## config.mk

```make
export PLATFORM = sky130hd
export DESIGN_NAME = ahb_gpio_flat
export DESIGN_NICKNAME = d
export VERILOG_FILES = /design/src/rtl/ahb_gpio_if.sv /design/src/rtl/ahb_gpio.sv /design/src/flat_wrapper.sv
export SDC_FILE = /design/constraint.sdc
export NUM_CORES = 1
export LEC_CHECK = 0
export ABC_AREA = 0
export CORE_UTILIZATION = 52
export CTS_BUF_LIST = sky130_fd_sc_hd__clkbuf_4 sky130_fd_sc_hd__clkbuf_8
export DETAILED_ROUTE_END_ITERATION = 10
export PLACE_DENSITY = 0.88
export SYNTH_ARGS = -nofsm -noshare
export SYNTH_HDL_FRONTEND = slang
export SYNTH_SLANG_ARGS = --single-unit
```

## constraint.sdc

```tcl
create_clock -name CLK -period 4.4 [get_ports CLK]
set_input_delay 0.88 -clock CLK [delete_from_list [all_inputs] [get_ports CLK]]
set_output_delay 0.88 -clock CLK [all_outputs]
set_load 0.05 [all_outputs]
```

## src/rtl/ahb_gpio_if.sv

```systemverilog
// AHB-Lite bus bundle between the bus matrix (master side) and the GPIO
// controller (slave side).
interface ahb_gpio_if #(
  parameter int ADDR_W = 12
);
  logic              HSEL;
  logic [ADDR_W-1:0] HADDR;
  logic [1:0]        HTRANS;
  logic              HWRITE;
  logic [2:0]        HSIZE;
  logic [31:0]       HWDATA;
  logic              HREADY;
  logic [31:0]       HRDATA;
  logic              HREADYOUT;
  logic              HRESP;

  // Handshake: a transfer is accepted in its address phase when HSEL, HREADY
  // and HTRANS[1] are all high; its data phase is the following cycle, and
  // HREADYOUT is always high so every data phase completes in that one cycle.
  modport slave (
    input  HSEL, HADDR, HTRANS, HWRITE, HSIZE, HWDATA, HREADY,
    output HRDATA, HREADYOUT, HRESP
  );
  modport master (
    output HSEL, HADDR, HTRANS, HWRITE, HSIZE, HWDATA, HREADY,
    input  HRDATA, HREADYOUT, HRESP
  );
endinterface

```

## src/rtl/ahb_gpio.sv

```systemverilog
// AHB-Lite GPIO controller: output data/enable registers, synchronized input,
// per-bit rising/falling edge capture and a level interrupt.
module ahb_gpio #(
  parameter int WIDTH  = 8,
  parameter int ADDR_W = 12
) (
  input  logic             CLK,
  input  logic             PORESETn,
  ahb_gpio_if.slave        bus,
  input  logic [WIDTH-1:0] GPIO_I,
  output logic [WIDTH-1:0] GPIO_O,
  output logic [WIDTH-1:0] GPIO_OE,
  output logic             IRQ
);
  localparam logic [2:0] OFF_DOUT = 3'd0;
  localparam logic [2:0] OFF_OE   = 3'd1;
  localparam logic [2:0] OFF_DIN  = 3'd2;
  localparam logic [2:0] OFF_RISE = 3'd3;
  localparam logic [2:0] OFF_FALL = 3'd4;
  localparam logic [2:0] OFF_STAT = 3'd5;
  localparam logic [2:0] OFF_SET  = 3'd6;
  localparam logic [2:0] OFF_CLR  = 3'd7;

  logic              accept;
  logic              wr_pend;
  logic              rd_pend;
  logic [ADDR_W-3:0] addr_q;
  logic              map_hit;
  logic [2:0]        reg_sel;

  logic [WIDTH-1:0]  dout, oe, rise_en, fall_en, stat;
  logic [WIDTH-1:0]  sync1, sync2, prev;
  logic [WIDTH-1:0]  wdata, rise, fall, w1c, stat_next, rd_val;
  logic              unused_bus;

  assign accept  = bus.HSEL & bus.HREADY & bus.HTRANS[1];
  assign map_hit = (addr_q >> 3) == '0;
  assign reg_sel = addr_q[2:0];
  assign wdata   = bus.HWDATA[WIDTH-1:0];

  // Size and byte-lane bits carry no meaning: every access is a word access.
  assign unused_bus = ^{bus.HSIZE, bus.HADDR[1:0], bus.HWDATA};

  always_ff @(posedge CLK or negedge PORESETn) begin
    if (!PORESETn) begin
      wr_pend <= 1'b0;
      rd_pend <= 1'b0;
      addr_q  <= '0;
    end else begin
      wr_pend <= accept & bus.HWRITE;
      rd_pend <= accept & ~bus.HWRITE;
      if (accept) addr_q <= bus.HADDR[ADDR_W-1:2];
    end
  end

  always_ff @(posedge CLK or negedge PORESETn) begin
    if (!PORESETn) begin
      dout    <= '0;
      oe      <= '0;
      rise_en <= '0;
      fall_en <= '0;
    end else if (wr_pend && map_hit) begin
      case (reg_sel)
        OFF_DOUT: dout    <= wdata;
        OFF_OE:   oe      <= wdata;
        OFF_RISE: rise_en <= wdata;
        OFF_FALL: fall_en <= wdata;
        OFF_SET:  dout    <= dout | wdata;
        OFF_CLR:  dout    <= dout & ~wdata;
        default:  ;
      endcase
    end
  end

  // Two-flop synchronizer, plus one more stage to detect edges on clean data.
  always_ff @(posedge CLK or negedge PORESETn) begin
    if (!PORESETn) begin
      sync1 <= '0;
      sync2 <= '0;
      prev  <= '0;
    end else begin
      sync1 <= GPIO_I;
      sync2 <= sync1;
      prev  <= sync2;
    end
  end

  assign rise = sync2 & ~prev;
  assign fall = ~sync2 & prev;
  assign w1c  = (wr_pend && map_hit && reg_sel == OFF_STAT) ? wdata : '0;

  // A new edge overrides a simultaneous write-one-to-clear of the same bit.
  assign stat_next = (stat & ~w1c) | (rise & rise_en) | (fall & fall_en);

  always_ff @(posedge CLK or negedge PORESETn) begin
    if (!PORESETn) stat <= '0;
    else           stat <= stat_next;
  end

  always_comb begin
    rd_val = '0;
    if (map_hit) begin
      case (reg_sel)
        OFF_DOUT: rd_val = dout;
        OFF_OE:   rd_val = oe;
        OFF_DIN:  rd_val = sync2;
        OFF_RISE: rd_val = rise_en;
        OFF_FALL: rd_val = fall_en;
        OFF_STAT: rd_val = stat;
        default:  rd_val = '0;
      endcase
    end
  end

  assign bus.HRDATA    = rd_pend ? 32'(rd_val) : 32'h0;
  assign bus.HREADYOUT = 1'b1;
  assign bus.HRESP     = 1'b0;

  assign GPIO_O  = dout;
  assign GPIO_OE = oe;
  assign IRQ     = |stat;
endmodule

```

## src/flat_wrapper.sv

```systemverilog
// flat-port wrapper written by rule: the top's interface ports become plain ports
module ahb_gpio_flat 
#(
  parameter int WIDTH  = 8,
  parameter int ADDR_W = 12
)
  (CLK, PORESETn, GPIO_I, GPIO_O, GPIO_OE, IRQ, bus_HSEL, bus_HADDR, bus_HTRANS, bus_HWRITE, bus_HSIZE, bus_HWDATA, bus_HREADY, bus_HRDATA, bus_HREADYOUT, bus_HRESP);
  ahb_gpio_if #(.ADDR_W(ADDR_W)) bus_i ();
  input  logic CLK;
  input  logic PORESETn;
  input  logic [WIDTH-1:0] GPIO_I;
  output logic [WIDTH-1:0] GPIO_O;
  output logic [WIDTH-1:0] GPIO_OE;
  output logic IRQ;
  input wire logic [$bits(bus_i.HSEL)-1:0] bus_HSEL;
  input wire logic [$bits(bus_i.HADDR)-1:0] bus_HADDR;
  input wire logic [$bits(bus_i.HTRANS)-1:0] bus_HTRANS;
  input wire logic [$bits(bus_i.HWRITE)-1:0] bus_HWRITE;
  input wire logic [$bits(bus_i.HSIZE)-1:0] bus_HSIZE;
  input wire logic [$bits(bus_i.HWDATA)-1:0] bus_HWDATA;
  input wire logic [$bits(bus_i.HREADY)-1:0] bus_HREADY;
  output wire logic [$bits(bus_i.HRDATA)-1:0] bus_HRDATA;
  output wire logic [$bits(bus_i.HREADYOUT)-1:0] bus_HREADYOUT;
  output wire logic [$bits(bus_i.HRESP)-1:0] bus_HRESP;
  assign bus_i.HSEL = bus_HSEL;
  assign bus_i.HADDR = bus_HADDR;
  assign bus_i.HTRANS = bus_HTRANS;
  assign bus_i.HWRITE = bus_HWRITE;
  assign bus_i.HSIZE = bus_HSIZE;
  assign bus_i.HWDATA = bus_HWDATA;
  assign bus_i.HREADY = bus_HREADY;
  assign bus_HRDATA = bus_i.HRDATA;
  assign bus_HREADYOUT = bus_i.HREADYOUT;
  assign bus_HRESP = bus_i.HRESP;
  ahb_gpio #(.WIDTH(WIDTH), .ADDR_W(ADDR_W)) u_core (.CLK(CLK), .PORESETn(PORESETn), .bus(bus_i), .GPIO_I(GPIO_I), .GPIO_O(GPIO_O), .GPIO_OE(GPIO_OE), .IRQ(IRQ));
endmodule
```

# --- Yosys cells after proc, flatten, opt, wreduce, memory -nomap -nowiden ---
# Index checks and enable logic that the tools add are counted.
word_totals:
  register_bits: 76
  input_bits: 62
  output_inout_bits: 51
classes:
  eq_ne: 7
  n_mux: 5
  n_bitwise: 18
  reduce_logical: 10
ops:
  columns: ["operator", "n"]
  rows:
  - ["$and 8x8->8", 6]
  - ["$pmux 8 s6", 1]
  - ["$not 8->8", 4]
  - ["$mux 8", 3]
  - ["$or 8x8->8", 3]
  - ["$pmux 8 s3", 1]
  - ["$eq 3x3->1 const B", 4]
  - ["$logic_not 10->1", 1]
  - ["$reduce_and 2->1", 4]
  - ["$reduce_or 8->1", 1]
  - ["$eq 3x2->1 const B", 2]
  - ["$and 1x1->1", 4]
  - ["$eq 3x1->1 const B", 1]
  - ["$logic_not 3->1", 1]
  - ["$reduce_bool 3->1", 1]
  - ["$logic_and 1x1->1", 2]
  - ["$not 1->1", 1]

# --- Logic depth before layout (Yosys ltp) ---
depth:
  ltp_word: 8
  depth_mapped: 6
  depth_no_buf: 4

# --- Least setup slack after synthesis ---
# Ideal clock, no wire load.
synth_path:
  path_type: "reg2out"
  start: "reg u_core.addr_q[2]"
  end: "out bus_HRDATA[2]"
  arrival_time_ns: 2.309
  required_ns: 3.520
  setup_slack_ns: 1.211
  stages_incl_launch_ff: 5
  n_path_buf: 1
  cell_sequence: "dfrtp_1 -> buf_1 -> mux2_2 -> a221oi_1 -> a211oi_1"
synth_between:
  elab_chain_len: 4
synth_rtl:
  columns: ["item", "line_no", "text"]
  rows:
  - ["start, declared", "ahb_gpio.sv:27", "logic [ADDR_W-3:0] addr_q;"]
  - ["start signal, assigned", "ahb_gpio.sv:52", "if (accept) addr_q <= bus.HADDR[ADDR_W-1:2];"]
  - ["$eq 3x3->1, or another cell as far along", "ahb_gpio.sv:103", "case (reg_sel)"]
  - ["$pmux 8 s6 *", "ahb_gpio.sv:103", null]
  - ["$mux 8 *", "ahb_gpio.sv:102", "if (map_hit) begin"]
  - ["$mux 8 *", "ahb_gpio.sv:115", "assign bus.HRDATA = rd_pend ? 32'(rd_val) : 32'h0;"]
  - ["end, declared", "flat_wrapper.sv:22", "output wire logic [$bits(bus_i.HRDATA)-1:0] bus_HRDATA;"]
# Every way passes the cells marked *; elsewhere a longest branch is shown, timed or not.

# --- Worst setup path after layout ---
layout_path:
  start: "reg u_core.addr_q[5]"
  end: "out bus_HRDATA[2]"
layout_between:
  elab_chain_len: 3
layout_rtl:
  columns: ["item", "line_no", "text"]
  rows:
  - ["$logic_not 10->1", "ahb_gpio.sv:37", "assign map_hit = (addr_q >> 3) == '0;"]
  - ["$mux 8", "ahb_gpio.sv:102", null]
  - ["$mux 8", "ahb_gpio.sv:115", null]
# Every way passes these cells.

==> reports/qor.json <==
{
  "run_status": {
    "status": "finished, final reports clean"
  },
  "yosys": {
    "synth_top_cells_by_area": "sky130_fd_sc_hd__dfrtp_1, sky130_fd_sc_hd__mux2_2, sky130_fd_sc_hd__buf_4",
    "synth_warn": 0,
    "netlist_instances": 318,
    "number_of_storage_elements_in_the_synthesis_netlist": 76,
    "synth-edff-count": 0,
    "async_reset_ff_share_pct": 100,
    "synth_largest_type_area_fraction_pct": 52.0,
    "synthFlopType": "sky130_fd_sc_hd__dfrtp_1",
    "post-synth-top-area-cell": "sky130_fd_sc_hd__dfrtp_1",
    "mean_cell_area_of_the_mapped_netlist_sq_um": 11.5,
    "yosys-top-cells-count": "sky130_fd_sc_hd__dfrtp_1, sky130_fd_sc_hd__mux2_2, sky130_fd_sc_hd__buf_4, sky130_fd_sc_hd__nor2_1, sky130_fd_sc_hd__o21ai_0",
    "synth.lib_cells_used.distinct": 32,
    "synth.cell_area_sq_mm": 0.00366,
    "synth_most_common_cell": "sky130_fd_sc_hd__dfrtp_1",
    "synth.yosys.seq_area_share_pct": 52.0
  },
  "die": {
    "coreArea_sq_mm": 0.00679,
    "die_area_sq_mm": 0.00737,
    "die-height_um": 85.9,
    "ios": 113,
    "placementRows": 30,
    "start_util_pct": 53.8,
    "die_x_um": 85.9
  },
  "clocking": {
    "insertion_delay_ps": 350,
    "hold_buffers": 0,
    "post_cts.resized_instances": 0,
    "clk_sink_count": 76,
    "post-cts-setup-buffer-count": 0,
    "ctsHtreeMaxLevel": 3,
    "cts_inserted_buffers": 9,
    "tritoncts": "built",
    "cts.clk_slew.worst_paths_ps": 90,
    "cts.path.max_buffers": 2,
    "clockRootBuffer": "sky130_fd_sc_hd__clkbuf_8"
  },
  "setup_path": {
    "timing.critical_path.to_type": "output pin",
    "cp_data_required_time_ps": 3520,
    "worstSetupPathType": "reg -> out",
    "regToRegEndpoint": "u_core.GPIO_OE[6]$_DFFE_PN0P_",
    "cp_max_fo": 8,
    "timing.reg2reg.setup_slack_ps": 1790,
    "wp_data_arrival_ps": 2970,
    "rr_startpoint": "u_core.addr_q[0]$_DFFE_PN0P_",
    "timing.critical_path.from_type": "flop",
    "reg2reg_depth": 4
  },
  "detailed_routing": {
    "post_drt_via_cell_ratio": 5.74,
    "drc_errors_left": 0,
    "wire_length_reported_by_the_detailed_router_um": 7930,
    "wl_per_cell_um": 16.7,
    "route.antenna.remaining_nets": 0,
    "drtPass1Iterations": 4,
    "drt-initial-drc-count": 254,
    "vias_after_detailed_routing": 2720
  },
  "sta": {
    "final.min_clock_period_ps": 3850,
    "final.setup_skew_ps": 9.90,
    "report.final.setup_viol": 0,
    "timing.final.hold_violations": 0,
    "timing.final.max_slew_violations": 0,
    "layout_worst_path_cycle_share_pct": 87.4,
    "grt_setup_unrepaired": "false",
    "max_clock_freq_mhz": 260,
    "slew_at_the_pin_with_the_worst_max_slew_slack_ps": 932,
    "max-slew-margin-rel_pct": 37.9,
    "setup_total_negative_slack_ps": 0
  },
  "final_layout": {
    "nets": 435,
    "multi_input_area_sq_mm": 0.00157,
    "areaGrowthSynthToFinish_pct": 21.5,
    "nFillCells": 516,
    "final-seq-area_sq_mm": 0.00190,
    "antenna_cells": 0,
    "drive_gt1_share_pct": 17.2
  },
  "grt": {
    "grt_start_max_net_pins": 77,
    "grt_util_all_layers_pct": 23.0,
    "grt_antenna_before_repair": 0,
    "overflow": 0,
    "grt_first_pass_wirelength_um": 12900,
    "first_global_vias": 2625
  },
  "pwr": {
    "total_leakage_power_nw": 1.88,
    "fin_total_pwr_mw": 1.69,
    "ir_worst_vdd_v": 0.000235,
    "power.density_cell_area_mw_per_mm2": 381
  },
  "flow_run": {
    "max-cap-violations": 0
  },
  "placed_design": {
    "portBuffers": 56,
    "placer_s_final_routability_congestion_estimate": 0.836,
    "hpwl_um": 5250
  },
  "worst_hold_path": {
    "holdPathStages": 0,
    "worstHoldPathType": "reg -> reg",
    "hold_end": "u_core.sync2[2]$_DFF_PN0_",
    "hold_path.startpoint": "u_core.sync1[2]$_DFF_PN0_"
  }
}
-- flip-flops by register name, indices dropped and copies added (netlist names) --
| signal | cells |
|---|---|
| u_core.GPIO_OE | 8 |
| u_core.sync2 | 8 |
| u_core.addr_q | 10 |
| u_core.sync1 | 8 |
| u_core.rd_pend | 1 |
| u_core.stat | 8 |
| u_core.GPIO_O | 8 |
| u_core.prev | 8 |
| u_core.wr_pend | 1 |
| u_core.rise_en | 8 |
| u_core.fall_en | 8 |
-- critical path, stage by stage (launching register included) --
cell	delay, ps
sky130_fd_sc_hd__dfrtp_1	410
sky130_fd_sc_hd__nor4_4	410
sky130_fd_sc_hd__nand4b_1	520
sky130_fd_sc_hd__a211oi_1	400
sky130_fd_sc_hd__clkdlybuf4s50_1	860
-- placed cells by master, fill, tap and decap left out, drive strengths merged --
cell           synthesis  routed
dfrtp                 76      76
clkdlybuf4s50          0      55
mux2                  35      35
conb                   2      26
nor2                  20      20
o21ai                 20      20
nand4                 17      17
nand2                 13      13
nor4                  13      13
nand3b                11      11
mux2i                  9       9
a21oi                  9       9
nor3                   9       9
clkbuf                13       9
a21o                   8       8
a41o                   8       8
buf                   30       8
inv                    4       5
clkinv                 0       4
a22o                   3       3
a22oi                  3       3
mux4                   3       3
nor2b                  2       2
nand2b                 2       2
a211oi                 2       2
nand3                  2       2
bufinv                 0       2
nand4b                 2       2
and4b                  1       1
a221oi                 1       1
-- how the worst max path moves through the flow --
stage / startpoint / cells after the start / endpoint / slack, ps
floorplan: u_core.addr_q[2]$_DFFE_PN0P_ / 4 / bus_HRDATA[2] / 1210
global placement: u_core.addr_q[5]$_DFFE_PN0P_ / 4 / bus_HRDATA[2] / 940
detailed placement: u_core.addr_q[5]$_DFFE_PN0P_ / 4 / bus_HRDATA[2] / 900
CTS: u_core.addr_q[5]$_DFFE_PN0P_ / 4 / bus_HRDATA[2] / 510
global route: u_core.addr_q[5]$_DFFE_PN0P_ / 4 / bus_HRDATA[2] / 410
finish: u_core.addr_q[5]$_DFFE_PN0P_ / 4 / bus_HRDATA[2] / 550
-- area by class of cell --
class | count | share of cell area [%]
tap | 96 | 2.70
timing repair buffer | 63 | 13.8
clock buffer | 9 | 2.79
clock inverter | 7 | 2.25
sequential | 76 | 42.8
inverter | 4 | 0.338
multi-input combinational | 219 | 35.3
-- cells by family after synthesis --
kind of cell / synth area share (%)
compound gates: 9.79
buf+inv: 7.53
other cells: 0.205
simple gates: 15.4
mux: 15.1
flops: 52.0
-- power breakdown --
group,internal (mW),leakage (nW),switching [mW],total (mW)
registers,0.734,0.924,0.0523,0.786
logic,0.123,0.844,0.193,0.316
clock network,0.323,0.114,0.267,0.590
-- stage by stage --
step           setup slack, ps  instance area, sq um  util, %  hold WS, ps  instances
4_1_cts                    507                  4440     65.4          356        474
3_5_place_dp               901                  4220     62.1          336        458
5_1_grt                    411                  4440     65.4          362        474
6_report                   554                  4440     65.4          353        474
2_1_floorplan             1210                  3750        -          331        342
3_3_place_gp               945                  4220     62.1          333        458
-- per-layer routing --
metal	up-vias	track usage (%)	part of all wire, %
li1	1232	-	-
met1	1335	30.2	42
met5	-	0	0
met3	20	5.49	6.8
met2	133	36.7	49
met4	0	9.70	2.4
Note: power is estimated with default switching activity, not from simulation.
